===== src/rtl/wave_capture.sv =====
// wave_capture: captures one 256-sample frame of audio into the RAM half that
// the display is not reading, starting at a negative-to-nonnegative zero
// crossing (or after TIMEOUT samples with no crossing). Halves swap only during
// display blanking, so the visible frame never changes mid-scan.
//
// Ports:
//   clk, reset (async, active-low)
//   new_sample_ready / new_sample_in : one-cycle sample strobe and signed sample
//   wave_display_idle                : display is in blanking
//   freeze                           : blocks new triggers (capture stays armed)
//   write_address / write_enable / write_sample : sample RAM write port
//   read_index                       : RAM half currently displayed
module wave_capture #(
  parameter int SAMPLE_W = 16,
  parameter int TIMEOUT  = 2048
) (
  input  logic                clk,
  input  logic                reset,
  input  logic                new_sample_ready,
  input  logic [SAMPLE_W-1:0] new_sample_in,
  input  logic                wave_display_idle,
  input  logic                freeze,
  output logic [8:0]          write_address,
  output logic                write_enable,
  output logic [7:0]          write_sample,
  output logic                read_index
);

  typedef enum logic [1:0] {
    ST_ARMED  = 2'd0,
    ST_ACTIVE = 2'd1,
    ST_WAIT   = 2'd2
  } state_t;

  localparam logic [15:0] TIMEOUT_LAST = 16'(TIMEOUT - 1);

  state_t      r_state;
  state_t      w_state_nxt;
  logic        r_prev_msb;
  logic [7:0]  r_wr_count;
  logic [15:0] r_timeout;
  logic        r_read_index;

  logic        w_msb;
  logic        w_trigger;
  logic        w_timeout_hit;
  logic        w_arm_fire;
  logic        w_write;
  logic        w_last_write;
  logic        w_swap;
  logic        w_armed_count;

  assign w_msb         = new_sample_in[SAMPLE_W-1];
  // Crossing from negative (previous MSB set) to nonnegative (current MSB clear).
  assign w_trigger     = new_sample_ready & r_prev_msb & ~w_msb;
  assign w_timeout_hit = new_sample_ready & (r_timeout == TIMEOUT_LAST);
  assign w_arm_fire    = (r_state == ST_ARMED) & ~freeze & (w_trigger | w_timeout_hit);
  assign w_armed_count = (r_state == ST_ARMED) & ~freeze & new_sample_ready;
  assign w_write       = (r_state == ST_ACTIVE) & new_sample_ready;
  assign w_last_write  = w_write & (r_wr_count == 8'hFF);
  // WAIT never evaluates triggers, so a sample arriving on the swap edge is
  // only seen by the prev_msb register.
  assign w_swap        = (r_state == ST_WAIT) & wave_display_idle;

  // State register
  always_ff @(posedge clk or negedge reset) begin
    if (!reset) begin
      r_state <= ST_ARMED;
    end else begin
      r_state <= w_state_nxt;
    end
  end

  // Next-state logic
  always_comb begin
    w_state_nxt = r_state;
    case (r_state)
      ST_ARMED:  if (w_arm_fire)   w_state_nxt = ST_ACTIVE;
      ST_ACTIVE: if (w_last_write) w_state_nxt = ST_WAIT;
      ST_WAIT:   if (w_swap)       w_state_nxt = ST_ARMED;
      default:                     w_state_nxt = ST_ARMED;
    endcase
  end

  // Output logic: the write strobe follows the sample strobe combinationally
  // so the RAM sees the sample in the same cycle it is presented.
  always_comb begin
    write_enable = 1'b0;
    if (r_state == ST_ACTIVE) begin
      write_enable = new_sample_ready;
    end
  end

  // Datapath registers
  always_ff @(posedge clk or negedge reset) begin
    if (!reset) begin
      r_prev_msb   <= 1'b0;
      r_wr_count   <= 8'd0;
      r_timeout    <= 16'd0;
      r_read_index <= 1'b0;
    end else begin
      if (new_sample_ready) begin
        r_prev_msb <= w_msb;
      end
      // 8-bit counter wraps to 0 on the 256th write, ready for the next frame.
      if (w_write) begin
        r_wr_count <= r_wr_count + 8'd1;
      end
      if (w_swap) begin
        r_read_index <= ~r_read_index;
      end
      if (w_swap || w_arm_fire) begin
        r_timeout <= 16'd0;
      end else if (w_armed_count) begin
        r_timeout <= r_timeout + 16'd1;
      end
    end
  end

  // Writes always go to the half that is not on screen.
  assign write_address = {~r_read_index, r_wr_count};
  // Top 8 bits with inverted sign: signed to offset-binary (+128 mod 256).
  assign write_sample  = {~new_sample_in[SAMPLE_W-1], new_sample_in[SAMPLE_W-2:SAMPLE_W-8]};
  assign read_index    = r_read_index;

  // Only the top byte of the sample is stored.
  generate
    if (SAMPLE_W > 8) begin : g_lsbs
      logic w_unused_lsbs;
      assign w_unused_lsbs = ^new_sample_in[SAMPLE_W-9:0];
    end
  endgenerate

endmodule


===== config.mk =====
export PLATFORM = sky130hd
export DESIGN_NAME = wave_capture
export DESIGN_NICKNAME = d
export VERILOG_FILES = /design/src/rtl/wave_capture.sv
export SDC_FILE = /design/constraint.sdc
export NUM_CORES = 1
export LEC_CHECK = 0
export ABC_AREA = 0
export CAP_MARGIN = 20
export CORE_MARGIN = 5
export CORE_UTILIZATION = 40
export CTS_BUF_LIST = sky130_fd_sc_hd__clkbuf_8
export DETAILED_ROUTE_END_ITERATION = 6
export GPL_TIMING_DRIVEN = 0
export PLACE_DENSITY_LB_ADDON = 0.05
export SLEW_MARGIN = 20
export SYNTH_ARGS = -nofsm -noshare
export SYNTH_HDL_FRONTEND = slang
export SYNTH_SLANG_ARGS = --single-unit

===== constraint.sdc =====
create_clock -name clk -period 3.7 [get_ports clk]
set_clock_uncertainty 0.05 [all_clocks]
set_input_delay 0.555 -clock clk [delete_from_list [all_inputs] [get_ports clk]]
set_output_delay 0.555 -clock clk [all_outputs]
set_load 0.01 [all_outputs]

==> key figures <==
Cells and area
  – Commonest non-fill, non-tap cell in the layout: dfrtp_1
  – Area grow syn2layout: 23.1%
  – Share of cells above drive strength 1: between 10 and 15%
  – Register area: 701 µm²
  – Final-layout fill cell count: approximately 330
  – Commonest cells after routing, fill and taps aside: 28 x dfrtp_1, 23 x clkdlybuf4s50_1, 14 x nand2_1
  – Non-filler cells, final: ~220
  – Footprint of the multi-input gates: about 650 µm²
  – Final nets: slightly below 200
  – Ant. Diodes: 0

Setup path
  – Delay of the slowest cell on the worst path: 0.54 ns
  – Setup crit end kind: output pin
  – Critical path startpoint category: primary input
  – Worst R2R Setup Slack: around 1.7 ns
  – Reg-to-Reg Start: r_state[0]
  – Crit path max fanout: 7
  – CP arrival: 2.05 ns
  – Crit-path cells: clkdlybuf4s50_1 > nand3b_1 > inv_2 > clkdlybuf4s50_1
  – R2r worst-path depth: 6
  – Crit path top cell by count: clkdlybuf4s50_1
  – Critical path type: primary input to output pin
  – Slowest-stage cell, CP: clkdlybuf4s50_1
  – Critical Path RT: a little over 3 ns
  – R2r endpoint: r_timeout[13]

Routing
  – Via density per instance: between 5 and 6
  – Initial DRC Count: 70
  – Total Wirelength: about 3000 µm
  – Wirelength per Cell: between 10 and 15 µm
  – Drt pass-1 iters: 4
  – Antenna-violating nets left: 0
  – Vias: roughly 1200
  – Post-route DRC: 0

Yosys
  – Synthesized instance count: 144
  – Syn_area_per_cell: between 10 and 15 µm²
  – Synth Warn #: 0
  – Post-Synthesis Net Count: about 170
  – Post-synth cell types: 35
  – Sequential share of the synthesized area: 48.5%
  – FF+latch count, synth: 28
  – Post-Syn Area: ~0.0014 mm²

GRT
  – Antenna violations before repair: 0
  – GRT overflow: 0
  – Vias in the first global route: around 1200
  – Total track usage: between 10 and 15%
  – Largest net degree at the start of global routing: 29
  – First-pass GRT wire length: between 5000 and 6000 µm

Timing
  – Worst-Margin Slew: ~0.64 ns
  – Worst Hold Slack: roughly 0.24 ns
  – Final min period: 2.65 ns
  – Final hold vios: 0
  – RSZ-0062 raised after global routing: false
  – Setup violators final: 0
  – Slew margin rel.: 57.7%
  – Final TNS setup: 0 ns
  – Max Clk Rate: 377 MHz
  – Period Utilization, post-route: 71.7%
  – Max-slew violation count: 0

Worst hold path
  – Hold/Removal Path Class: primary input to async pin

Floorplanning
  – Die Ht: about 70 µm
  – Rows: 21
  – Core area: 0.00342 mm²
  – Num ports: 40
  – Initial core utilization: 42.3%
  – Die Width: roughly 70 µm
  – DIE AREA: approximately 0.0049 mm²

Placed design
  – Routability Congestion: 0.806
  – HPWL Detailed: 2260 µm
  – PortBufs: 24
  – Dpl cells: around 210

CTS
  – # Post-CTS Setup Buffers: 0
  – CTS clk-pin slew, worst paths: ~0.090 ns
  – Clock tree sinks: 28
  – Hold Buf Count CTS: 0
  – Root Driver: clkbuf_8
  – Post-cts resize count: 0
  – TritonCTS clock tree: done
  – Insertion delay to the later sink of the worst-skew pair: about 0.27 ns
  – Max H-tree Level: 1
  – Cts bufs inserted: 3
  – CTS max path bufs: 2

Pwr
  – Leak: roughly 0.77 nW
  – Final Power: 0.799 mW
  – Power per cell area: roughly 450 mW/mm²
  – VDD IR max: approximately 250 µV

Run
  – Max Cap Viol: 0

Status
  – Status: complete, no violations
-- logic make-up after synthesis --
| logic type | after synthesis | synth area share, % |
|---|---|---|
| adder cells (fa/ha/maj) | 2 | 1.73 |
| AND/OR/NAND/NOR | 52 | 19.9 |
| AO/OA/AOI/OAI | 32 | 14.7 |
| XOR/XNOR | 14 | 8.49 |
| buffers and inverters | 16 | 6.59 |
| flip-flops | 28 | 48.5 |
-- routing by layer --
layer	vias up	part of all wire, %	GRT usage (%)
met5	-	0	0
met4	0	0.39	3.19
met3	2	4.4	2.44
met2	25	50	21.6
met1	575	45	17.2
li1	564	-	-
-- per-stage QoR --
step                      utilization [%]  setup slack (ns)  cell area (µm²)
after floorplan                         -              1.92             1440
after global placement               51.0              1.04             1740
after detailed placement             50.8              1.03             1740
after CTS                            52.1              1.02             1780
after global routing                 52.1             0.946             1780
final                                52.1              1.05             1780
-- flip-flops by register name (all words and copies together), names as in the netlist --
name	count
r_prev_msb	1
read_index	1
r_wr_count	8
r_state	2
r_timeout	16
-- critical path, delay by kind of cell --
| family | cells | cell delay, ns |
|---|---|---|
| AND/OR/NAND/NOR | 1 | 0.27 |
| buffers and inverters | 3 | 1.21 |
-- how the worst max path moves through the flow --
stage	start	end	slack [ns]	cells after the start
after CTS	new_sample_ready	write_enable	1.02	4
after floorplan	freeze	r_timeout[13]	1.92	6
after detailed placement	new_sample_ready	write_enable	1.03	4
final	new_sample_ready	write_enable	1.05	4
after global routing	new_sample_ready	write_enable	0.95	4
after global placement	new_sample_ready	write_enable	1.04	4
-- final cells by class --
class | instances | share of cell area [%]
sequential | 28 | 39.4
multi-input combinational | 100 | 36.5
timing repair buffer | 24 | 13.2
buffer | 10 | 4.08
tap | 46 | 3.24
clock buffer | 3 | 2.32
inverter | 6 | 1.27
-- report_power, final --
part / leakage, nW / internal (mW) / switching [mW]
sequential: 0.370 / 0.358 / 0.0653
combinational: 0.383 / 0.119 / 0.0953
clock: 0.0216 / 0.0730 / 0.0890
-- synthesized netlist by cell type --
cell / n / area share, %
a32o_1: 1 / 0.69
nor4_1: 1 / 0.43
and3_1: 3 / 1.3
o21ai_2: 1 / 0.61
buf_4: 9 / 4.7
inv_2: 1 / 0.26
ha_1: 2 / 1.7
nand4b_1: 1 / 0.61
nand3b_1: 2 / 1.0
a21oi_1: 8 / 2.8
xnor2_1: 5 / 3.0
or2_0: 1 / 0.43
nand2_1: 14 / 3.6
and3b_1: 1 / 0.61
nor2_1: 9 / 2.3
o2111ai_2: 1 / 1.0
o2111ai_1: 3 / 1.8
nor4b_4: 1 / 1.6
and4_1: 1 / 0.61
dfrtp_1: 28 / 49
xor2_1: 9 / 5.5
or4_1: 3 / 1.6
or3_1: 5 / 2.2
o211ai_2: 1 / 0.87
o22ai_1: 1 / 0.43
a31oi_1: 1 / 0.43
nand3_1: 7 / 2.4
inv_1: 5 / 1.3
o31ai_1: 4 / 2.1
buf_2: 1 / 0.35
o21ai_1: 2 / 0.69
o21ai_0: 8 / 2.8
nor3_1: 2 / 0.69
and2_1: 1 / 0.43
o211ai_1: 1 / 0.52
Power figures use the tool's default switching activity.
